File: config.mk
export PLATFORM = sky130hd
export DESIGN_NAME = reg_write_arbiter
export DESIGN_NICKNAME = d
export VERILOG_FILES = /design/src/rtl/reg_arb_pkg.sv /design/src/rtl/dff.sv /design/src/rtl/rr_pick.sv /design/src/rtl/reg_write_arbiter.sv
export SDC_FILE = /design/constraint.sdc
export NUM_CORES = 1
export LEC_CHECK = 0
export ABC_AREA = 1
export CORE_UTILIZATION = 48
export CTS_BUF_LIST = sky130_fd_sc_hd__clkbuf_16
export DETAILED_ROUTE_END_ITERATION = 16
export PLACE_DENSITY = 0.9
export SYNTH_ARGS = -nofsm -noshare
export SYNTH_HDL_FRONTEND = slang
export SYNTH_SLANG_ARGS = --single-unit
File: constraint.sdc
create_clock -name clk -period 2.3 [get_ports clk]
set_input_delay 0.46 -clock clk [delete_from_list [all_inputs] [get_ports clk]]
set_output_delay 0.46 -clock clk [all_outputs]
set_load 0.05 [all_outputs]
File: src/rtl/reg_arb_pkg.sv
// Shared types and default sizing for the register write arbiter.
package reg_arb_pkg;

    localparam int REG_ARB_NREQ  = 4;
    localparam int REG_ARB_WIDTH = 8;

    typedef enum logic [1:0] {
        IDLE   = 2'd0,
        GRANT  = 2'd1,
        COMMIT = 2'd2
    } arb_state_t;

endpackage

File: src/rtl/dff.sv
// Single-bit D flip-flop cell used to build registered datapath bits.
module dff (
    input  logic clk,
    input  logic d,
    output logic q
);

    always_ff @(posedge clk) begin
        q <= d;
    end

endmodule

File: src/rtl/rr_pick.sv
// Combinational round-robin picker: first set req bit at or after ptr, wrapping.
module rr_pick #(
    parameter int NREQ = 4,
    parameter int IDXW = $clog2(NREQ)
) (
    input  logic [NREQ-1:0] req,
    input  logic [IDXW-1:0] ptr,
    output logic            valid,
    output logic [IDXW-1:0] idx
);

    localparam logic [IDXW:0] NREQ_W = (IDXW+1)'(NREQ);

    logic [IDXW:0]   sum;
    logic [IDXW-1:0] cand;

    always_comb begin
        valid = 1'b0;
        idx   = '0;
        sum   = '0;
        cand  = '0;
        for (int k = 0; k < NREQ; k++) begin
            sum  = {1'b0, ptr} + (IDXW+1)'(k);
            cand = IDXW'((sum >= NREQ_W) ? (sum - NREQ_W) : sum);
            if (!valid && req[cand]) begin
                valid = 1'b1;
                idx   = cand;
            end
        end
    end

endmodule

File: src/rtl/reg_write_arbiter.sv
// Round-robin arbiter granting NREQ requesters write access to one shared register.
// Optional grant locking is enabled by defining REG_ARB_LOCK_EN.
module reg_write_arbiter
    import reg_arb_pkg::*;
#(
    parameter int NREQ  = REG_ARB_NREQ,
    parameter int WIDTH = REG_ARB_WIDTH
) (
    input  logic                  clk,
    input  logic                  rst,
    input  logic [NREQ-1:0]       req,
    input  logic [NREQ*WIDTH-1:0] wdata,
    input  logic [NREQ-1:0]       lock,
    output logic [NREQ-1:0]       gnt,
    output logic [NREQ-1:0]       ack,
    output logic [WIDTH-1:0]      q,
    output logic                  busy
);

    localparam int              IDXW = $clog2(NREQ);
    localparam logic [IDXW-1:0] LAST = IDXW'(NREQ - 1);

    arb_state_t      state;
    logic [IDXW-1:0] rr_ptr;
    logic [IDXW-1:0] idx;
    logic [IDXW-1:0] pick_idx;
    logic            pick_valid;
    logic            load;
    logic            keep;
    logic [WIDTH-1:0] wsel;
    logic [WIDTH-1:0] q_d;

    function automatic logic [IDXW-1:0] next_idx(input logic [IDXW-1:0] i);
        return (i == LAST) ? '0 : i + IDXW'(1);
    endfunction

    function automatic logic [NREQ-1:0] onehot(input logic [IDXW-1:0] i);
        return NREQ'(1) << i;
    endfunction

    rr_pick #(.NREQ(NREQ)) u_pick (
        .req   (req),
        .ptr   (rr_ptr),
        .valid (pick_valid),
        .idx   (pick_idx)
    );

`ifdef REG_ARB_LOCK_EN
    assign keep = lock[idx] && req[idx];
`else
    logic unused_lock;
    assign unused_lock = ^lock;
    assign keep        = 1'b0;
`endif

    // Register load: reset clears, a still-requesting grantee writes, otherwise hold.
    assign wsel = wdata[idx*WIDTH +: WIDTH];
    assign load = (state == GRANT) && req[idx];
    assign q_d  = rst ? '0 : (load ? wsel : q);

    for (genvar gi = 0; gi < WIDTH; gi++) begin : g_q
        dff u_dff (
            .clk (clk),
            .d   (q_d[gi]),
            .q   (q[gi])
        );
    end

    always_ff @(posedge clk) begin
        if (rst) begin
            state  <= IDLE;
            rr_ptr <= '0;
            idx    <= '0;
            gnt    <= '0;
            ack    <= '0;
            busy   <= 1'b0;
        end else begin
            case (state)
                IDLE: begin
                    if (pick_valid) begin
                        idx   <= pick_idx;
                        gnt   <= onehot(pick_idx);
                        busy  <= 1'b1;
                        state <= GRANT;
                    end
                end
                GRANT: begin
                    gnt <= '0;
                    if (req[idx]) begin
                        ack   <= onehot(idx);
                        state <= COMMIT;
                    end else begin
                        rr_ptr <= next_idx(idx);
                        busy   <= 1'b0;
                        state  <= IDLE;
                    end
                end
                COMMIT: begin
                    ack <= '0;
                    // A locked grantee re-enters GRANT without moving the pointer.
                    if (keep) begin
                        gnt   <= onehot(idx);
                        state <= GRANT;
                    end else begin
                        rr_ptr <= next_idx(idx);
                        busy   <= 1'b0;
                        state  <= IDLE;
                    end
                end
                default: begin
                    gnt   <= '0;
                    ack   <= '0;
                    busy  <= 1'b0;
                    state <= IDLE;
                end
            endcase
        end
    end

endmodule

### Word-level counts from Yosys, hierarchy flattened

Cells that the tools add are included.

* bits in registers: 23
* input bits: 42
* output and inout bits: 17
* word-level logic and storage cells: 91

* add/sub/neg operators: 8
* $lt $le $gt $ge: 9
* equal/unequal tests: 6
* shifts and indexed selects: 3
* multiplexer cells: 35
* bitwise gates (word level): 2
* reduce and logical (&&, ||, !) cells: 14

Operators with widths (count)
* 32-bit by 6-bit variable part select with 8-bit output: 1
* 2-bit two-way mux: 12
* 4-bit one-hot mux with 2 select lines: 2
* 2-bit by 3-bit less-than comparator with 1-bit output, second input constant: 5
* 1-bit two-way mux: 11
* 1-bit binary-select mux with 2-bit select: 5
* 2-bit AND reduction: 5
* 3-bit greater-or-equal comparator, second input constant: 3
* 4-bit two-way mux: 2
* 2-bit one-hot mux with 2 select lines: 2
* 1-bit by 2-bit << shifter with 4-bit output, first input constant: 2
* 2-bit by 1-bit subtractor with 2-bit output, second input constant: 4
* 2-bit by 2-bit adder with 3-bit output, second input constant: 2
* 2-bit equality test, second input constant: 2
* 1-bit logical AND: 4
* 2-bit inequality test, second input constant: 2
* 2-bit by 1-bit adder with 3-bit output, second input constant: 1
* 2-bit by 3-bit greater-or-equal comparator with 1-bit output, second input constant: 1
* 1-bit logical NOT: 3
* 2-bit by 1-bit adder with 2-bit output, second input constant: 1
* 2-bit by 1-bit equality test with 1-bit output, second input constant: 1
* 2-bit logical NOT: 1
* 2-bit by 1-bit inequality test with 1-bit output, second input constant: 1
* 1-bit inverter: 2
* 2 further kinds: 2

### Depth between registers and ports, before layout

* word-level depth: 17
* gate-level depth with buffers: 13
* gate-level depth less buffers: 13

### Modules after synthesis

Synthesis repeated with hierarchy kept, for this count alone.

* cells, all modules: 256
* area, all modules: 1666.6 um^2

Modules (own cells, without submodules)
* reg_write_arbiter: times used 1, cells each 189, area an instance 1187.4 um^2, seq. area each 300.3 um^2
* rr_pick: times used 1, cells each 59, area an instance 319.1 um^2, seq. area each 0.0 um^2
* dff: times used 8, cells each 1, area an instance 20.0 um^2, seq. area each 20.0 um^2

### Worst setup path after synthesis

Ideal clock, no wire load.

* kind: reg-to-reg
* start: register idx[0]
* end: register rr_ptr[1]
* setup time: 119 ps
* data arrival time: 1315 ps
* data required time: 2181 ps
* setup slack: 866 ps
* cell stages (with the launch flop): 7
* buffers on the path: 2
* period minus slack after synthesis: 1434 ps
* cells stage by stage: dfxtp_1 -> buf_2 -> inv_1 -> buf_2 -> ha_1 -> o21ai_0 -> a21oi_1

* longest elaborated chain between the ends: 4
* elaborated cells on any way between the ends: 9
* classes of those cells: add/sub: 1; eq/ne: 2; mux: 5; reduce/logical: 1

RTL lines
* start, declared: line reg_write_arbiter.sv:25 `logic [IDXW-1:0] idx;`
* start signal, assigned: line reg_write_arbiter.sv:81 `idx <= pick_idx;`
* 2-bit by 1-bit adder with 2-bit output, or another cell as far along: line reg_write_arbiter.sv:34 `return (i == LAST) ? '0 : i + IDXW'(1);`
* 2-bit two-way mux / 1-bit two-way mux (equally long branches): line reg_write_arbiter.sv:34, reg_write_arbiter.sv:89
* 2-bit two-way mux / 2-bit inequality test (equally long branches)
* 2-bit one-hot mux with 2 select lines / 2-bit AND reduction (equally long branches)
* end signal, assigned: line reg_write_arbiter.sv:93 `rr_ptr <= next_idx(idx);`
* end signal, assigned: line reg_write_arbiter.sv:105 `rr_ptr <= next_idx(idx);`
* end, declared: line reg_write_arbiter.sv:24 `logic [IDXW-1:0] rr_ptr;`

Several ways; a longest one is shown, not always the timed one. The select of a mux whose other input is x is not followed.
A chain may end at the register's enable or synchronous reset.

### Worst setup path after layout

* start: register gnt[0]
* end: output port gnt[0]

RTL lines
* start, declared: line reg_write_arbiter.sv:14 `output logic [NREQ-1:0] gnt,`
* start signal, assigned: line reg_write_arbiter.sv:82 `gnt <= onehot(pick_idx);`
* start signal, assigned: line reg_write_arbiter.sv:102 `gnt <= onehot(idx);`

No word-level cell between the ends.

==> results.md <==
* Post-synthesis sequential area ratio at 0.2889
* Number of vias per cell after detailed routing at 5.018
* Via count of the first global-routing pass at 1617
* Final Max Tran Viols at 0
* Detailed Place HPWL at 2902 um
* Power Dens Cells at 1232 nW/um2
* H-tree level count at 1
* Maximum number of pins on one net before global-route repair at 19
* Crit-path max FO at 2
* Buffer cell driving the clock tree root: sky130_fd_sc_hd__clkbuf_16
* Total die area at 3555 um2
* Static leakage at 0.9199 nW
* Worst clock skew at 1.636 ps
* Initial core utilization at 0.5137
* Number of enable-type register cells in the synthesized netlist at 0
* Nets in the synthesized netlist at 286
* Time the worst path needs with I/O delays and setup at 1871 ps
* Clock-pin slew on the worst setup and hold paths at 60 ps
* Slowest library cell on the worst path: sky130_fd_sc_hd__clkdlybuf4s50_1
* TritonRoute pass-1 iters at 4
* Placer's final routability congestion estimate at 0.8714
* DRC viols at 0
* Required time reported for the critical path endpoint at 1840 ps
* CP arrival at 1410 ps
* Total number of yosys warnings at 0
* Initial antenna violation count at 0
* Average instance area after synthesis at 6.726 um2
* Clock tree sinks at 23
* Syn Inst Count at 237
* Type of the worst setup path: reg2out
* Total Neg Setup Slack at 0 ps
* Number of nets at the end of the flow at 333
* Cell area after synthesis at 1594 um2
* Remaining number of nets flagged by the antenna check after routing at 0
* Number of inserted diodes at 0
* Worst-margin pin slew at 527.8 ps
* Sum of overflow across all layers after global routing at 0
* Worst path buffer plus inverter count at 1
* Max VDD drop at 723.6 uV
* Number of synthesized register bits at 23
* Top Ports at 59
* Share of flip-flops with an asynchronous set or reset after synthesis at 0
* Number of vias after detailed routing at 1641
* Number of different library cells in the post-synthesis netlist at 27
* Detailed Route Iter0 Violations at 88
* Clock latency reported for the late side of the worst-skew pair at 260 ps
* Share of post-route cells with drive strength above 1 at 0.1519
* Achievable clock frequency at 534.5 MHz
* Chain of cells forming the critical path: clkdlybuf4s50_1
* Number of max-capacitance violations reported at 0
* Routed wirelength normalized by instance count at 12.34 um
* Slowest stage delay, CP at 810 ps
* Kind of cell adding the most delay to the critical path: buffers and inverters
* Most common flop cell mapped by yosys: sky130_fd_sc_hd__dfxtp_1
* Area Growth Syn to Fin at 38.23%
* Class of the most critical hold timing path: reg2reg
* Rows at 20
* Core outline area at 3103 um2
* Number of buffers created by CTS at 3
* Maximum number of buffers from clock root to sink at 2
* Global-route wire length before repair at 6872 um
* IO Port Bufs at 54
* Status: finished clean
* Endpoints failing hold at 0
* Die Y at 59.63 um
* Endpoint kind of the worst setup timing path: primary output
* Sum of internal, switching and leakage power at 2.714 mW
* Sum of routed wire length over all layers at 4034 um
* Startpoint type of the worst setup path: register
* Unrepaired setup endpoints after global routing: no
* Width of the die at 59.63 um
* Postcts setup bufs at 0
* Hold-fix buffer count after cts at 0
* Clock tree from TritonCTS: yes
* Final Util at 0.7101
* Final critical-path share of the clock period at 0.8134
* Number of gates resized after CTS at 0
* Overall routing resource usage at 0.2566
* Relative slew slack at 0.6476
* Final setup violating endpoints at 0
[cell type report]
cell class	instances	area, um2
multi-input cells	169	922.1
fillers	259	899.6
repair buffers	59	578.1
flip-flops and latches	23	460.4
inverters	28	105.1
clock buffers	3	75.07
well taps	44	55.05
clock inverters	1	7.507
[sequential cells by signal, indices dropped and copies added (netlist names)]
| register | count |
|---|---|
| gnt | 4 |
| busy | 1 |
| state | 2 |
| ack | 4 |
| idx | 2 |
| rr_ptr | 2 |
| g_q.u_dff.q | 8 |
[cells in the final DEF (no fill, tap or decap), drive strengths merged]
cell type	n
nand4	2
o22ai	8
nand3	8
clkinvlp	1
or3	1
a21o	1
dfxtp	23
a21oi	24
clkdlybuf4s50	54
nor2	20
o211ai	1
inv	28
o21ai	32
nand2	65
ha	7
clkbuf	3
buf	5
[Yosys cell counts (2+ instances only)]
cell	number	area [um2]
sky130_fd_sc_hd__a21oi_1	20	100.1
sky130_fd_sc_hd__a21oi_2	4	35.03
sky130_fd_sc_hd__buf_2	4	20.02
sky130_fd_sc_hd__buf_4	8	60.06
sky130_fd_sc_hd__clkbuf_1	4	15.01
sky130_fd_sc_hd__dfxtp_1	23	460.4
sky130_fd_sc_hd__ha_1	7	87.58
sky130_fd_sc_hd__inv_1	22	82.58
sky130_fd_sc_hd__inv_2	6	22.52
sky130_fd_sc_hd__nand2_1	50	187.7
sky130_fd_sc_hd__nand2_2	13	81.33
sky130_fd_sc_hd__nand2_4	2	22.52
sky130_fd_sc_hd__nand3_1	5	25.02
sky130_fd_sc_hd__nand3_2	3	30.03
sky130_fd_sc_hd__nor2_1	16	60.06
sky130_fd_sc_hd__nor2_2	3	18.77
sky130_fd_sc_hd__o21ai_0	26	130.1
sky130_fd_sc_hd__o21ai_1	5	25.02
sky130_fd_sc_hd__o22ai_1	8	50.05
[power by group]
group,internal (mW),leakage (nW),switching (mW)
logic,0.592,0.694,1.11
registers,0.522,0.188,0.107
clock network,0.236,0.0371,0.146
total,1.35,0.920,1.36
[cells by family (layout without fill, tap and decap cells)]
kind of cell | count (synthesis) | after routing | synth area share
adder cells (fa/ha/maj) | 7 | 7 | 0.05494
flip-flops | 23 | 23 | 0.2889
buffers and inverters | 45 | 91 | 0.1327
AO/OA/AOI/OAI | 66 | 66 | 0.2284
AND/OR/NAND/NOR | 96 | 96 | 0.2951
[worst register-to-register path, delay by kind of cell, from the launching register on]
family	cells	cell delay, ps
buf+inv	1	390
fa+ha+maj	1	390
flops	1	650
compound gates	2	260
[layer usage]
layer	vias to the layer above	wire, um	GRT usage
li1	851	-	-
met1	738	1724	0.2817
met2	48	2077	0.4960
met3	4	192	0.04148
met4	0	39	0.07973
met5	-	0	0
[path summary, 6_finish.rpt]
| check | from | slack, ps | to | depth (start not counted) |
|---|---|---|---|---|
| min | g_q[3].u_dff.q$_SDFFE_PP0P_ | 440 | g_q[3].u_dff.q$_SDFFE_PP0P_ | 2 |
| min reg2reg | g_q[3].u_dff.q$_SDFFE_PP0P_ | 440 | g_q[3].u_dff.q$_SDFFE_PP0P_ | 2 |
| max reg2reg | idx[0]$_SDFFE_PP0P_ | 500 | rr_ptr[1]$_SDFFE_PP0P_ | 4 |
| max | gnt[0]$_SDFFE_PP0P_ | 430 | gnt[0] | 1 |
[metrics by stage]
step / hold WS, ps / cells / cell area [um2] / setup WS (ps)
floorplan: 424.1 / 237 / 1594 / 865.5
global placement: 431.2 / 323 / 2121 / 316.2
detailed placement: 436.1 / 323 / 2121 / 268.9
CTS: 445.8 / 327 / 2203 / 421.3
global route: 464.3 / 327 / 2203 / 279.7
finish: 443.4 / 327 / 2203 / 429.1
Note: power is estimated with default switching activity, not from simulation.
